===== src/rtl/controller_fifo_serializer.sv =====
// ============================================================================
// Module   : controller_fifo_serializer
// Purpose  : FIFO that takes a packet of wr_pkt entries per accepted write
//            and hands them out one entry per accepted read. Slice 0 of the
//            write packet is read first.
// Revision : 1.0 - initial release
//
// Parameters
//   abits  : address width, storage depth is 2**abits entries
//   dbits  : entry width in bits
//   wr_pkt : entries stored per accepted write (1 .. 2**abits)
//
// Ports
//   clk     in   system clock, rising edge
//   reset_n in   asynchronous active-low reset
//   wr      in   write request, accepted when full=0
//   rd      in   read request, accepted when empty=0
//   din     in   write packet, dbits*wr_pkt bits
//   dout    out  read data, registered, 1-cycle latency
//   empty   out  no entries stored
//   full    out  fewer than wr_pkt free entries
//   level   out  stored entry count, 0 .. 2**abits
//   ovf     out  sticky write-while-full flag  (CONTROLLER_FIFO_ERR_FLAGS_EN)
//   udf     out  sticky read-while-empty flag  (CONTROLLER_FIFO_ERR_FLAGS_EN)
//
// Build option
//   CONTROLLER_FIFO_ERR_FLAGS_EN : define to add the ovf/udf error flags.
// ============================================================================
`default_nettype none

module controller_fifo_serializer #(
  parameter int abits  = 4,
  parameter int dbits  = 2,
  parameter int wr_pkt = 4
) (
  input  logic                    clk,
  input  logic                    reset_n,
  input  logic                    wr,
  input  logic                    rd,
  input  logic [dbits*wr_pkt-1:0] din,
  output logic [dbits-1:0]        dout,
  output logic                    empty,
  output logic                    full,
  output logic [abits:0]          level
`ifdef CONTROLLER_FIFO_ERR_FLAGS_EN
  ,
  output logic                    ovf,
  output logic                    udf
`endif
);

  localparam int             depth    = 1 << abits;
  localparam logic [abits:0] depth_lv = (abits+1)'(depth);
  localparam logic [abits:0] pkt_lv   = (abits+1)'(wr_pkt);

  logic [dbits-1:0] mem [depth];
  logic [abits-1:0] wr_ptr;
  logic [abits-1:0] rd_ptr;
  logic [abits:0]   free_cnt;
  logic             wr_ok;
  logic             rd_ok;

  // Flags come straight from the registered level, so a simultaneous
  // read cannot make room for a write in the same cycle.
  assign free_cnt = depth_lv - level;
  assign empty    = (level == '0);
  assign full     = (free_cnt < pkt_lv);
  assign wr_ok    = wr & ~full;
  assign rd_ok    = rd & ~empty;

  // Storage is not reset; the pointers and level define what is valid.
  // The pointer sum wraps naturally, so a packet may straddle slot 0.
  always_ff @(posedge clk) begin : storage
    if (wr_ok && reset_n) begin
      for (int k = 0; k < wr_pkt; k++) begin
        mem[wr_ptr + abits'(k)] <= din[k*dbits +: dbits];
      end
    end
  end

  always_ff @(posedge clk or negedge reset_n) begin : control
    if (!reset_n) begin
      wr_ptr <= '0;
      rd_ptr <= '0;
      level  <= '0;
      dout   <= '0;
    end else begin
      if (wr_ok) begin
        wr_ptr <= wr_ptr + abits'(wr_pkt);
      end
      if (rd_ok) begin
        rd_ptr <= rd_ptr + 1'b1;
        dout   <= mem[rd_ptr];
      end
      // Net change is +wr_pkt, -1, or +wr_pkt-1 when both are accepted.
      level <= level + (wr_ok ? pkt_lv : '0) - {{abits{1'b0}}, rd_ok};
    end
  end

`ifdef CONTROLLER_FIFO_ERR_FLAGS_EN
  // Sticky until reset: record any attempt that the flags refused.
  always_ff @(posedge clk or negedge reset_n) begin : err_flags
    if (!reset_n) begin
      ovf <= 1'b0;
      udf <= 1'b0;
    end else begin
      if (wr && full) begin
        ovf <= 1'b1;
      end
      if (rd && empty) begin
        udf <= 1'b1;
      end
    end
  end
`endif

endmodule

`default_nettype wire


===== config.mk =====
export PLATFORM = sky130hd
export DESIGN_NAME = controller_fifo_serializer
export DESIGN_NICKNAME = d
export VERILOG_FILES = /design/src/rtl/controller_fifo_serializer.sv
export SDC_FILE = /design/constraint.sdc
export NUM_CORES = 1
export LEC_CHECK = 0
export ABC_AREA = 1
export CAP_MARGIN = 20
export CELL_PAD_IN_SITES_DETAIL_PLACEMENT = 0
export CELL_PAD_IN_SITES_GLOBAL_PLACEMENT = 2
export CORE_UTILIZATION = 35
export CTS_CLUSTER_SIZE = 10
export DETAILED_ROUTE_END_ITERATION = 10
export DONT_BUFFER_PORTS = 1
export PLACE_DENSITY_LB_ADDON = 0.1
export SYNTH_ARGS = -nofsm -noshare
export SYNTH_HDL_FRONTEND = slang
export SYNTH_SLANG_ARGS = --single-unit

===== constraint.sdc =====
create_clock -name clk -period 2.4 [get_ports clk]
set_clock_uncertainty 0.05 [all_clocks]
set_input_delay 0.48 -clock clk [delete_from_list [all_inputs] [get_ports clk]]
set_output_delay 0.48 -clock clk [all_outputs]
set_load 0.01 [all_outputs]

# [Yosys cells after proc, flatten, opt, wreduce, memory -nomap -nowiden]
# Memory sizes are Yosys's and may differ from the RTL's. A register that Yosys moved wholly into a read port is not among the register bits.
# Index checks and enable logic that the tools add are counted.
[word_totals] reg_bits=13 ramBits=32 inputBits=12 output_inout_bits=9 elab_cells=23 memories=1
[op_classes] addsub=8 n_lt_le_gt_ge=1 muxes=3 bitwise=4 reduce_logical=3
[memory_table] memory="mem" depth=16 width=2 read_ports=1 rd_clocked_by_memory_dff=1 write_ports=4 line="56" source="logic [dbits-1:0] mem [depth];"
[ops] operator="4-bit by 1-bit adder with 4-bit output (second input constant)" count=2
[ops] operator="4-bit by 2-bit adder with 4-bit output (second input constant)" count=2
[ops] operator="5-bit by 3-bit adder with 5-bit output" count=1
[ops] operator="5-bit logical NOT" count=1
[ops] operator="5-bit by 3-bit less-than comparator with 1-bit output (second input constant)" count=1
[ops] operator="5-bit by 1-bit subtractor with 5-bit output" count=1
[ops] operator="5-bit subtractor (first input constant)" count=1
[ops] operator="4-bit by 3-bit adder with 4-bit output (second input constant)" count=1
[ops] operator="3-bit 2-to-1 mux" count=1
[ops] operator="1-bit bitwise AND" count=2
[ops] operator="1-bit 2-to-1 mux" count=2
[ops] operator="1-bit NOT" count=2
[ops] operator="1-bit logical AND" count=1
[ops] operator="1-bit logical NOT" count=1

# [Longest topological paths before layout]
# Gate-level depths: netlist of run 1.
[depth] depth_word=7 mapped_depth=12

# [Worst setup path before layout of run 1]
# Ideal clock, no wire load.
[synth_path] path_kind="reg-to-reg" from="reg level[1]" to="mem mem[10][0], enable pin" setup_time_ps=383 arrival_time_ps=1792 required_ps=1967 setup_slack_ps=175 stages_incl_launch_ff=8 path_buffers=0 synth_period_minus_slack_ps=2225 cell_sequence="dfrtp_1 inv_1 nand3_1 nor2_1 ha_1 nand2_1 nand2_4 nor3_1"
[synth_rtl] item="from (decl)" line="44" source="output logic [abits:0] level"
[synth_rtl] item="from (signal assigned)" line="96" source="level <= level + (wr_ok ? pkt_lv : '0) - {{abits{1'b0}}, rd_ok};"
[synth_rtl] item="to (decl)" line="56"

# [Final worst setup path of run 1]
[layout_path] from="reg level[0]" to="reg level[4]"
[layout_between] elab_chain_cells=7 word_cells_on_any_way=10 cone_classes="add/sub: 3; order compare: 1; mux: 1; bitwise: 4; reduce/logical: 1"
[layout_rtl] item="5-bit subtractor" line="65" source="assign free_cnt = depth_lv - level;"
[layout_rtl] item="5-bit by 3-bit less-than comparator with 1-bit output" line="67" source="assign full = (free_cnt < pkt_lv);"
[layout_rtl] item="1-bit NOT" line="68" source="assign wr_ok = wr & ~full;"
[layout_rtl] item="1-bit bitwise AND" line="68"
[layout_rtl] item="3-bit 2-to-1 mux" line="96"
[layout_rtl] item="5-bit by 3-bit adder with 5-bit output" line="96"
[layout_rtl] item="5-bit by 1-bit subtractor with 5-bit output (*)" line="96"
# Every way passes the cells marked *; elsewhere a longest branch is shown, timed or not.
# A chain may end at the register's enable or synchronous reset.

==> results of run 1 <==
[layout make-up]
cell class                 count  share of cell area [%]
sequential                    45                    55.7
multi-input combinational    117                    28.7
inverter                      26                    4.44
tap                           72                    3.90
timing repair buffer          10                    3.36
clock buffer                   5                    2.98
clock inverter                 3                   0.920
[timing repair]
| item | in CTS | in global routing |
|---|---|---|
| hold buffers | 1 | 0 |
| gates resized for setup | 0 | 6 |
| setup endpoints to repair | 0 | 3 |
| hold endpoints to repair | 13 | 0 |
[worst register-to-register path, cell delays in order, from the launching register on]
cell,delay [ns]
dfrtp_1,0.42
inv_1,0.11
nand3_1,0.12
nor2_2,0.10
ha_2,0.27
nand2_2,0.10
nand2_4,0.09
ha_4,0.28
inv_1,0.04
ha_1,0.25
nand3_1,0.07
nand2_1,0.07
xor2_1,0.14
[power by group through the flow]
stage | clock network [mW] | logic (mW) | registers (mW)
global route | 0.516 | 1.24 | 1.23
global placement | 0 | 1.03 | 1.21
detailed placement | 0 | 1.04 | 1.22
CTS | 0.483 | 1.06 | 1.20
finish | 0.460 | 1.07 | 1.20
floorplan | 0 | 0.842 | 1.16
[kinds of logic (layout without fill, tap and decap cells)]
logic type / after synthesis / in the layout
DFF: 45 / 45
buffers and inverters: 29 / 44
AOI/OAI and AO/OA: 7 / 7
xor gates and xnor gates: 6 / 6
adders and majority gates: 12 / 12
and+or+nand+nor: 92 / 92
[registers in the layout (all words and copies together), names as in the netlist]
name	cells
level	5
dout	2
rd_ptr	4
wr_ptr	2
mem	32
[final timing paths]
check | to | cells after the start | from
min in group asynchronous | level[2]$_DFF_PN0_ | 1 | reset_n
min | mem[3][1]$_DFFE_PP_ | 0 | din[7]
max in group asynchronous | level[1]$_DFF_PN0_ | 1 | reset_n
max | level[4]$_DFF_PN0_ | 12 | level[0]$_DFF_PN0_
min reg2reg | wr_ptr[3]$_DFFE_PN0P_ | 2 | wr_ptr[3]$_DFFE_PN0P_
max reg2reg | level[4]$_DFF_PN0_ | 12 | level[0]$_DFF_PN0_
[through the flow]
step	total power [mW]	setup slack (ns)	cells
2_1_floorplan	2.00	0.175	191
3_3_place_gp	2.25	0.197	269
3_5_place_dp	2.26	0.0975	269
4_1_cts	2.74	0.0729	278
5_1_grt	2.99	0.0136	278
6_report	2.73	0.158	278
[routing by layer]
metal	track usage (%)	share of wire, %
met1	19.4	47
met2	23.6	49
met3	3.68	3.3
met4	3.82	0.37
met5	0	0
[Yosys cell counts]
cell,count,share of area [%]
a21oi_1,5,1.2
buf_6,2,1.1
buf_8,1,0.73
dfrtp_1,13,16
edfxtp_1,32,46
fa_1,1,0.97
ha_1,11,6.7
inv_1,25,4.5
inv_6,1,0.42
nand2_1,56,10
nand2_2,4,1.2
nand2_4,1,0.54
nand3_1,22,5.3
nor2_1,4,0.73
nor2_2,1,0.30
nor3_1,4,0.97
o21ai_0,2,0.48
xnor2_1,2,0.85
xor2_1,4,1.7
==> impl_metrics.json, run 1 <==
{
  "run_status": "completed",
  "synth_fa_ha_area_share_pct": 7.62,
  "fillerInstances": 572,
  "mostFrequentLayoutCells": "nand2_1, edfxtp_1, inv_1",
  "vias_in_the_first_global_route": 1330,
  "switching_share_pct": 39.7,
  "rsz_0062_raised_after_global_routing": "false",
  "die_width_um": 78.9,
  "layout.cells.most_common": "nand2_1",
  "post_dp_cell_area_um2": 2190,
  "report.final.hold_viol_count": 0,
  "antenna_violating_nets_post_route": 0,
  "tightestPinTransition_ns": 0.616,
  "synth-warning-count": 0,
  "final-setup-viol-count": 0,
  "grt_pass1_wl_mm": 6.56,
  "end_kind": "register",
  "drv_slew": 0,
  "clkSinkCount": 45,
  "power.ir.vdd_worst_mv": 0.440,
  "reg2reg_setup_slack_ns": 0.16,
  "drc_errors_left": 0,
  "core_footprint_um2": 5610,
  "via_per_instance_ratio": 4.61,
  "power_density_nw_per_um2": 1180,
  "worst-endpoint-arrival_ns": 2.37,
  "max_freq_mhz": 446,
  "worst-setup-path-type": "register to register",
  "initial_utilization_pct": 36.9,
  "final_cell_area_um2": 2310,
  "clock_tree_from_tritoncts": "built",
  "hold_path.class": "primary input to register",
  "synth-simple-area-share_pct": 19.2,
  "synth_nets": 215,
  "wl_per_cell_um": 14.8,
  "core.rowCount": 27,
  "finalCritPeriodShare_pct": 93.4,
  "timing.critical_path.fanout_max": 7,
  "vias": 1282,
  "drive_above_1_share_pct": 14.6,
  "synthesis.area_per_instance_um2": 10.8,
  "tritoncts.num_buffers": 5,
  "cp_top_family": "adder cells",
  "cts_max_level": 2,
  "antenna_violations_before_repair": 0,
  "total_switching_power_mw": 1.08,
  "clkLatencyLatePin_ns": 0.29,
  "synth_seq_cells": 45,
  "critPathBufInv": 2,
  "register_area_um2": 1290,
  "num_antenna_cells": 0,
  "final.hold.worst_slack_ns": 0.228,
  "area_growth_pct": 11.7,
  "clkSlewWorstSetupHoldPaths_ns": 0.08,
  "cp-start-kind": "register",
  "gp_congestion": 0.771,
  "p_comb_share_pct": 39.1,
  "drt_first_pass_iters": 4,
  "cp_slowest_cell": "dfrtp_1",
  "synth-compound-area-share_pct": 1.69,
  "grt_start_max_net_pins": 17,
  "relSlewSlack_pct": 58.8,
  "dominant_combinational_cell_family_by_area_after_synthesis": "simple AND/OR/NAND/NOR gates",
  "final.min_clock_period_ns": 2.24,
  "floorplan.die_area_um2": 6220,
  "share_of_the_core_filled_with_cells_pct": 41.2,
  "p_int_mw": 1.65,
  "ctsLongestPathBuffers": 2,
  "layout.nets": 229,
  "setup_total_negative_slack_ns": 0,
  "synth_seq_area_share_pct": 62.2,
  "netlist_area_um2": 2070,
  "synthesis.instances": 191,
  "globalRouteTotalUtil_pct": 14.5,
  "share_clk_of_total_power_pct": 16.8,
  "critical_path.max_stage_delay_ns": 0.42,
  "grt_remaining_overflow": 0,
  "detailed_place_hpwl_mm": 3.00,
  "dieHeight_um": 78.9,
  "power.sequential.fraction_pct": 44.0,
  "max-cap-violations": 0,
  "worstPathCellList": "inv_1, nand3_1, nor2_2, ha_2, nand2_2, nand2_4, ha_4, inv_1, ha_1, nand3_1, nand2_1, xor2_1",
  "synth-xor-area-share_pct": 2.54,
  "portBuffers": 0,
  "io_pins": 21,
  "p_leak_nw": 0.995,
  "post_synth_mux_area_share_pct": 0,
  "total_length_of_routed_wires_mm": 4.10,
  "post_cts.repair.setup_buffers": 0,
  "root_buffer_cell": "clkbuf_8",
  "multiInputGateArea_um2": 663,
  "critPathRequiredTime_ns": 2.53,
  "synth_cell_type_count": 19,
  "detail_route.iter0.violations": 95
}
Note: power is estimated with default switching activity, not from simulation.
==> inputs of run 2 (changes only) <==
- REMOVE_ABC_BUFFERS: unset -> 1
- TNS_END_PERCENT: unset -> 20
==> run 2 against run 1 <==
Against the previous run:
- cell count up 0.36%
- via count up 2.0%
- flip-flop and latch count unchanged
- critical path type unchanged
- power about the same
- highest routed layer unchanged
==> impl_metrics.json, run 2 (same netlist as run 1, synthesis figures left out) <==
{
  "share_of_the_core_filled_with_cells_pct": 41.3,
  "gp_congestion": 0.819,
  "drv_slew": 0,
  "tightestPinTransition_ns": 0.623,
  "grt_pass1_wl_mm": 6.78,
  "tritoncts.num_buffers": 5,
  "fin_cells": 279,
  "layout.nets": 230,
  "rsz_0062_raised_after_global_routing": "false",
  "antenna_violating_nets_post_route": 0,
  "die_width_um": 78.9,
  "detail_route.iter0.violations": 97,
  "final-setup-viol-count": 0,
  "clkLatencyLatePin_ns": 0.28,
  "cts_max_level": 2,
  "drc_errors_left": 0,
  "grt_start_max_net_pins": 21,
  "post_dp_cell_area_um2": 2200,
  "num_antenna_cells": 0,
  "place_worst_setup_slack_ns": 0.125,
  "globalRouteTotalUtil_pct": 14.6,
  "max-cap-violations": 0,
  "clock_tree_from_tritoncts": "built",
  "vias": 1308,
  "root_buffer_cell": "clkbuf_8",
  "end_kind": "register",
  "critPathRequiredTime_ns": 2.52,
  "power_density_nw_per_um2": 1180,
  "dieHeight_um": 78.9,
  "relSlewSlack_pct": 58.3,
  "top_regs": "mem: 32 flops, level: 5 flops, rd_ptr: 4 flops",
  "post_cts.repair.setup_buffers": 0,
  "crit-reg2reg-launch": "level[2]$_DFF_PN0_",
  "initial_utilization_pct": 36.9,
  "finalCritPeriodShare_pct": 91.4,
  "clkSinkCount": 45,
  "worst_hold_startpoint": "din[1]",
  "detailed_place_hpwl_mm": 3.02,
  "antenna_violations_before_repair": 0,
  "max_flop_register": "mem",
  "grt_remaining_overflow": 0,
  "layout.cells.most_common": "nand2_1",
  "final.min_clock_period_ns": 2.19,
  "clkSlewWorstSetupHoldPaths_ns": 0.09,
  "max_freq_mhz": 456,
  "mostFrequentLayoutCells": "nand2_1, edfxtp_1, inv_1",
  "drive_above_1_share_pct": 14.0,
  "area_growth_pct": 11.8,
  "drt_first_pass_iters": 4,
  "setup_total_negative_slack_ns": 0,
  "wl_per_cell_um": 14.6,
  "power.ir.vdd_worst_mv": 0.455,
  "flip_flop_count_of_the_largest_register_all_copies_and_words_added": 32,
  "worst-setup-path-type": "register to register",
  "timing.critical_path.fanout_max": 7,
  "core_footprint_um2": 5610,
  "cp-start-kind": "register",
  "final_cell_area_um2": 2310,
  "fillerInstances": 578,
  "timing.final.ws_setup_ns": 0.205,
  "report.final.hold_viol_count": 0,
  "hold_path.class": "primary input to register",
  "p_leak_nw": 1.01,
  "worst-endpoint-arrival_ns": 2.32,
  "core.rowCount": 27,
  "via_per_instance_ratio": 4.69,
  "ctsLongestPathBuffers": 2,
  "run_status": "completed",
  "io_pins": 21,
  "vias_in_the_first_global_route": 1333,
  "setup.worst_path.start": "level[2]$_DFF_PN0_",
  "portBuffers": 0,
  "floorplan.die_area_um2": 6220,
  "place_inst": 270,
  "total_length_of_routed_wires_mm": 4.07
}
run 2: cell types whose count changed in the layout (fill, tap and decap cells not counted):
cell        before  now
buf_4            9   10
clkinv_4         0    2
clkinvlp_4       1    0
dfrtp_1         12   13
dfrtp_2          1    0
ha_1             9   10
ha_2             1    0
inv_1           24   23
inv_2            1    2
inv_6            2    1
nor2_1           3    4
nor2_2           2    1
run 2: path summary, 6_finish.rpt:
check                      slack (ns)                     to  depth (start not counted)
max reg2reg                      0.21     level[4]$_DFF_PN0_                         12
min in group asynchronous        0.59  rd_ptr[2]$_DFFE_PN0N_                          1
min reg2reg                      0.49  wr_ptr[3]$_DFFE_PN0P_                          2
max in group asynchronous        1.30  wr_ptr[2]$_DFFE_PN0P_                          1
max                              0.21     level[4]$_DFF_PN0_                         12
min                              0.23   mem[12][1]$_DFFE_PP_                          0
run 2: where the power goes:
group	switching [mW]	internal, mW	total (mW)
clock	0.252	0.206	0.458
sequential	0.135	1.02	1.16
combinational	0.699	0.423	1.12
run 2: per-stage QoR:
| stage | hold WS, ns | total power, mW |
|---|---|---|
| floorplan | 0.134 | 1.93 |
| detailed placement | 0.135 | 2.27 |
| global placement | 0.135 | 2.26 |
| finish | 0.228 | 2.74 |
| global route | 0.209 | 2.98 |
| CTS | 0.215 | 2.75 |
run 2: area by class of cell:
type | count | area, um^2 | area share (%)
clock buffers | 5 | 68.8 | 2.97
clock inverters | 3 | 22.5 | 0.973
inverters | 26 | 103 | 4.43
multi-input cells | 117 | 658 | 28.4
flip-flops and latches | 45 | 1290 | 55.6
well taps | 72 | 90.1 | 3.89
repair buffers | 11 | 85.1 | 3.68
run 2: repair_timing:
action	CTS	global route
resized for setup	0	4
hold buffers	1	0
hold endpoints to repair	13	0
endpoints found under the setup margin	0	3
run 2: critical path, stage by stage, from the launching register on:
cell and delay, ns:
dfrtp_1 0.45, inv_2 0.11, nand3_1 0.08, nor2_1 0.10, ha_1 0.24, nand2_2 0.10, nand2_4 0.09, ha_4 0.16
inv_1 0.06, ha_1 0.26, a21oi_1 0.16, nand2_1 0.07, xor2_1 0.14
run 2: metal layers:
| layer | share of wire, % | wire length (um) | up-vias | global-route usage (%) |
|---|---|---|---|---|
| li1 | - | - | 653 | - |
| met1 | 48 | 1970 | 618 | 20.2 |
| met2 | 45 | 1840 | 35 | 22.6 |
| met3 | 5.9 | 242 | 2 | 4.25 |
| met4 | 0.37 | 15 | 0 | 3.27 |
| met5 | 0 | 0 | - | 0 |
==> inputs of run 3 (changes only) <==
- SLEW_MARGIN: unset -> 10
- TNS_END_PERCENT: 20 -> unset
- clock period: 2.4 -> 2.3 ns (I/O delays scaled with it)
==> run 3 against run 2 <==
Against the previous run:
- non-clock buffer count up 3
- clock-buffer cell count unchanged
- flip-flop and latch count unchanged
- design area increased by 2.8%
- critical path depth is the same
- register-to-register slack worse by 0.03 ns
- maximum frequency is 3.3% higher
- power rose by 13%
- routed wire length increased by 3.5%
- largest cell class unchanged
- largest power group is now combinational logic
- highest routed layer unchanged
==> impl_metrics.json, run 3 (same netlist as run 1, synthesis figures left out) <==
{
  "setup_total_negative_slack_ns": 0,
  "grt_remaining_overflow": 0,
  "place_worst_setup_slack_ns": 0.0690,
  "cts_max_level": 2,
  "dieHeight_um": 78.9,
  "num_antenna_cells": 0,
  "antenna_violations_before_repair": 0,
  "grt_use_met2_pct": 22.9,
  "tightestPinTransition_ns": 0.644,
  "worst_hold_startpoint": "din[1]",
  "final-setup-viol-count": 0,
  "power_density_nw_per_um2": 1300,
  "power.ir.vdd_worst_mv": 0.504,
  "grt_busiest_layer": "met2",
  "max_flop_register": "mem",
  "setup.worst_path.start": "level[2]$_DFF_PN0_",
  "layout.cells.most_common": "nand2_1",
  "worst-setup-path-type": "register to register",
  "final_cell_area_um2": 2380,
  "share_of_the_core_filled_with_cells_pct": 42.4,
  "drc_errors_left": 0,
  "rsz_0062_raised_after_global_routing": "false",
  "report.final.hold_viol_count": 0,
  "cp-start-kind": "register",
  "mostFrequentLayoutCells": "nand2_1, edfxtp_1, inv_1",
  "run_status": "completed",
  "max-cap-violations": 0,
  "flip_flop_count_of_the_largest_register_all_copies_and_words_added": 32,
  "fillerInstances": 573,
  "core_footprint_um2": 5610,
  "core.rowCount": 27,
  "fin_cells": 282,
  "timing.critical_path.fanout_max": 7,
  "via_per_instance_ratio": 4.67,
  "clock_tree_from_tritoncts": "built",
  "portBuffers": 0,
  "relSlewSlack_pct": 56.9,
  "area_growth_pct": 14.9,
  "drt_first_pass_iters": 4,
  "p_leak_nw": 1.03,
  "root_buffer_cell": "clkbuf_8",
  "power.total_mw": 3.08,
  "gp_congestion": 0.836,
  "drive_above_1_share_pct": 16.2,
  "clkLatencyLatePin_ns": 0.30,
  "final.hold.worst_slack_ns": 0.199,
  "floorplan.die_area_um2": 6220,
  "critPathRequiredTime_ns": 2.43,
  "vias": 1317,
  "post_dp_cell_area_um2": 2220,
  "clkSlewWorstSetupHoldPaths_ns": 0.09,
  "grt_pass1_wl_mm": 6.86,
  "drv_slew": 0,
  "crit-reg2reg-launch": "level[2]$_DFF_PN0_",
  "met1_usage_pct": 21.5,
  "gr-usage-met3_pct": 3.79,
  "initial_utilization_pct": 36.9,
  "final.min_clock_period_ns": 2.12,
  "detailed_place_hpwl_mm": 3.11,
  "grt_start_max_net_pins": 17,
  "top_regs": "mem: 32 flops, level: 5 flops, rd_ptr: 4 flops",
  "vias_in_the_first_global_route": 1312,
  "end_kind": "register",
  "layout.nets": 233,
  "finalCritPeriodShare_pct": 92.4,
  "die_width_um": 78.9,
  "globalRouteTotalUtil_pct": 15.1,
  "worst-endpoint-arrival_ns": 2.26,
  "clkSinkCount": 45,
  "wl_per_cell_um": 14.9,
  "tritoncts.num_buffers": 5,
  "detail_route.iter0.violations": 57,
  "total_length_of_routed_wires_mm": 4.21,
  "io_pins": 21,
  "timing.final.ws_setup_ns": 0.176,
  "ctsLongestPathBuffers": 2,
  "antenna_violating_nets_post_route": 0,
  "max_freq_mhz": 471,
  "hold_path.class": "primary input to register",
  "place_inst": 273
}
## run 3: changes by cell type in the layout (fill, tap and decap cells not counted), sizes merged
cell	change
bufinv	+1
clkinv	-3
inv	+2
buf	+3
## run 3: worst paths after layout
check,endpoint,slack (ns),cells after the start
worst max-delay path,level[4]$_DFF_PN0_,0.18,12
worst min-delay path,mem[12][1]$_DFFE_PP_,0.20,0
worst max register to register,level[4]$_DFF_PN0_,0.18,12
worst min register to register,wr_ptr[3]$_DFFE_PN0P_,0.50,2
max in group asynchronous,dout[1]$_DFFE_PN0N_,1.21,1
min in group asynchronous,rd_ptr[2]$_DFFE_PN0N_,0.58,1
## run 3: metal layers
metal	routed length (um)	up-vias
li1	-	656
met1	2060	633
met2	1960	24
met3	165	4
met4	27	0
met5	0	-
## run 3: critical path: stages (launching register included)
cell and delay (ns):
dfrtp_1 0.39, inv_2 0.09, nand3_1 0.08, nor2_1 0.10
ha_1 0.24, nand2_2 0.11, nand2_4 0.09, ha_4 0.28
inv_1 0.04, ha_1 0.26, nand3_1 0.07, nand2_1 0.07
xor2_1 0.14
## run 3: area by class of cell
cell class,count,area [um^2],share of cell area (%)
Sequential cell,45,1290,54.1
Multi-Input combinational cell,117,674,28.4
Timing Repair Buffer,14,108,4.53
Inverter,26,103,4.32
Tap cell,72,90.1,3.79
Clock buffer,5,68.8,2.89
Clock inverter,3,47.5,2.00
## run 3: power breakdown
part | internal (mW) | switching, mW | total [mW]
clock network | 0.332 | 0.284 | 0.615
registers | 1.06 | 0.157 | 1.22
logic | 0.501 | 0.742 | 1.24
## run 3: what timing repair did
item / in CTS / in global routing
gates resized for setup: 0 / 6
setup buffers: 0 / 0
hold buffers: 1 / 0
setup endpoints to repair: 0 / 1
endpoints found under the hold margin: 13 / 0
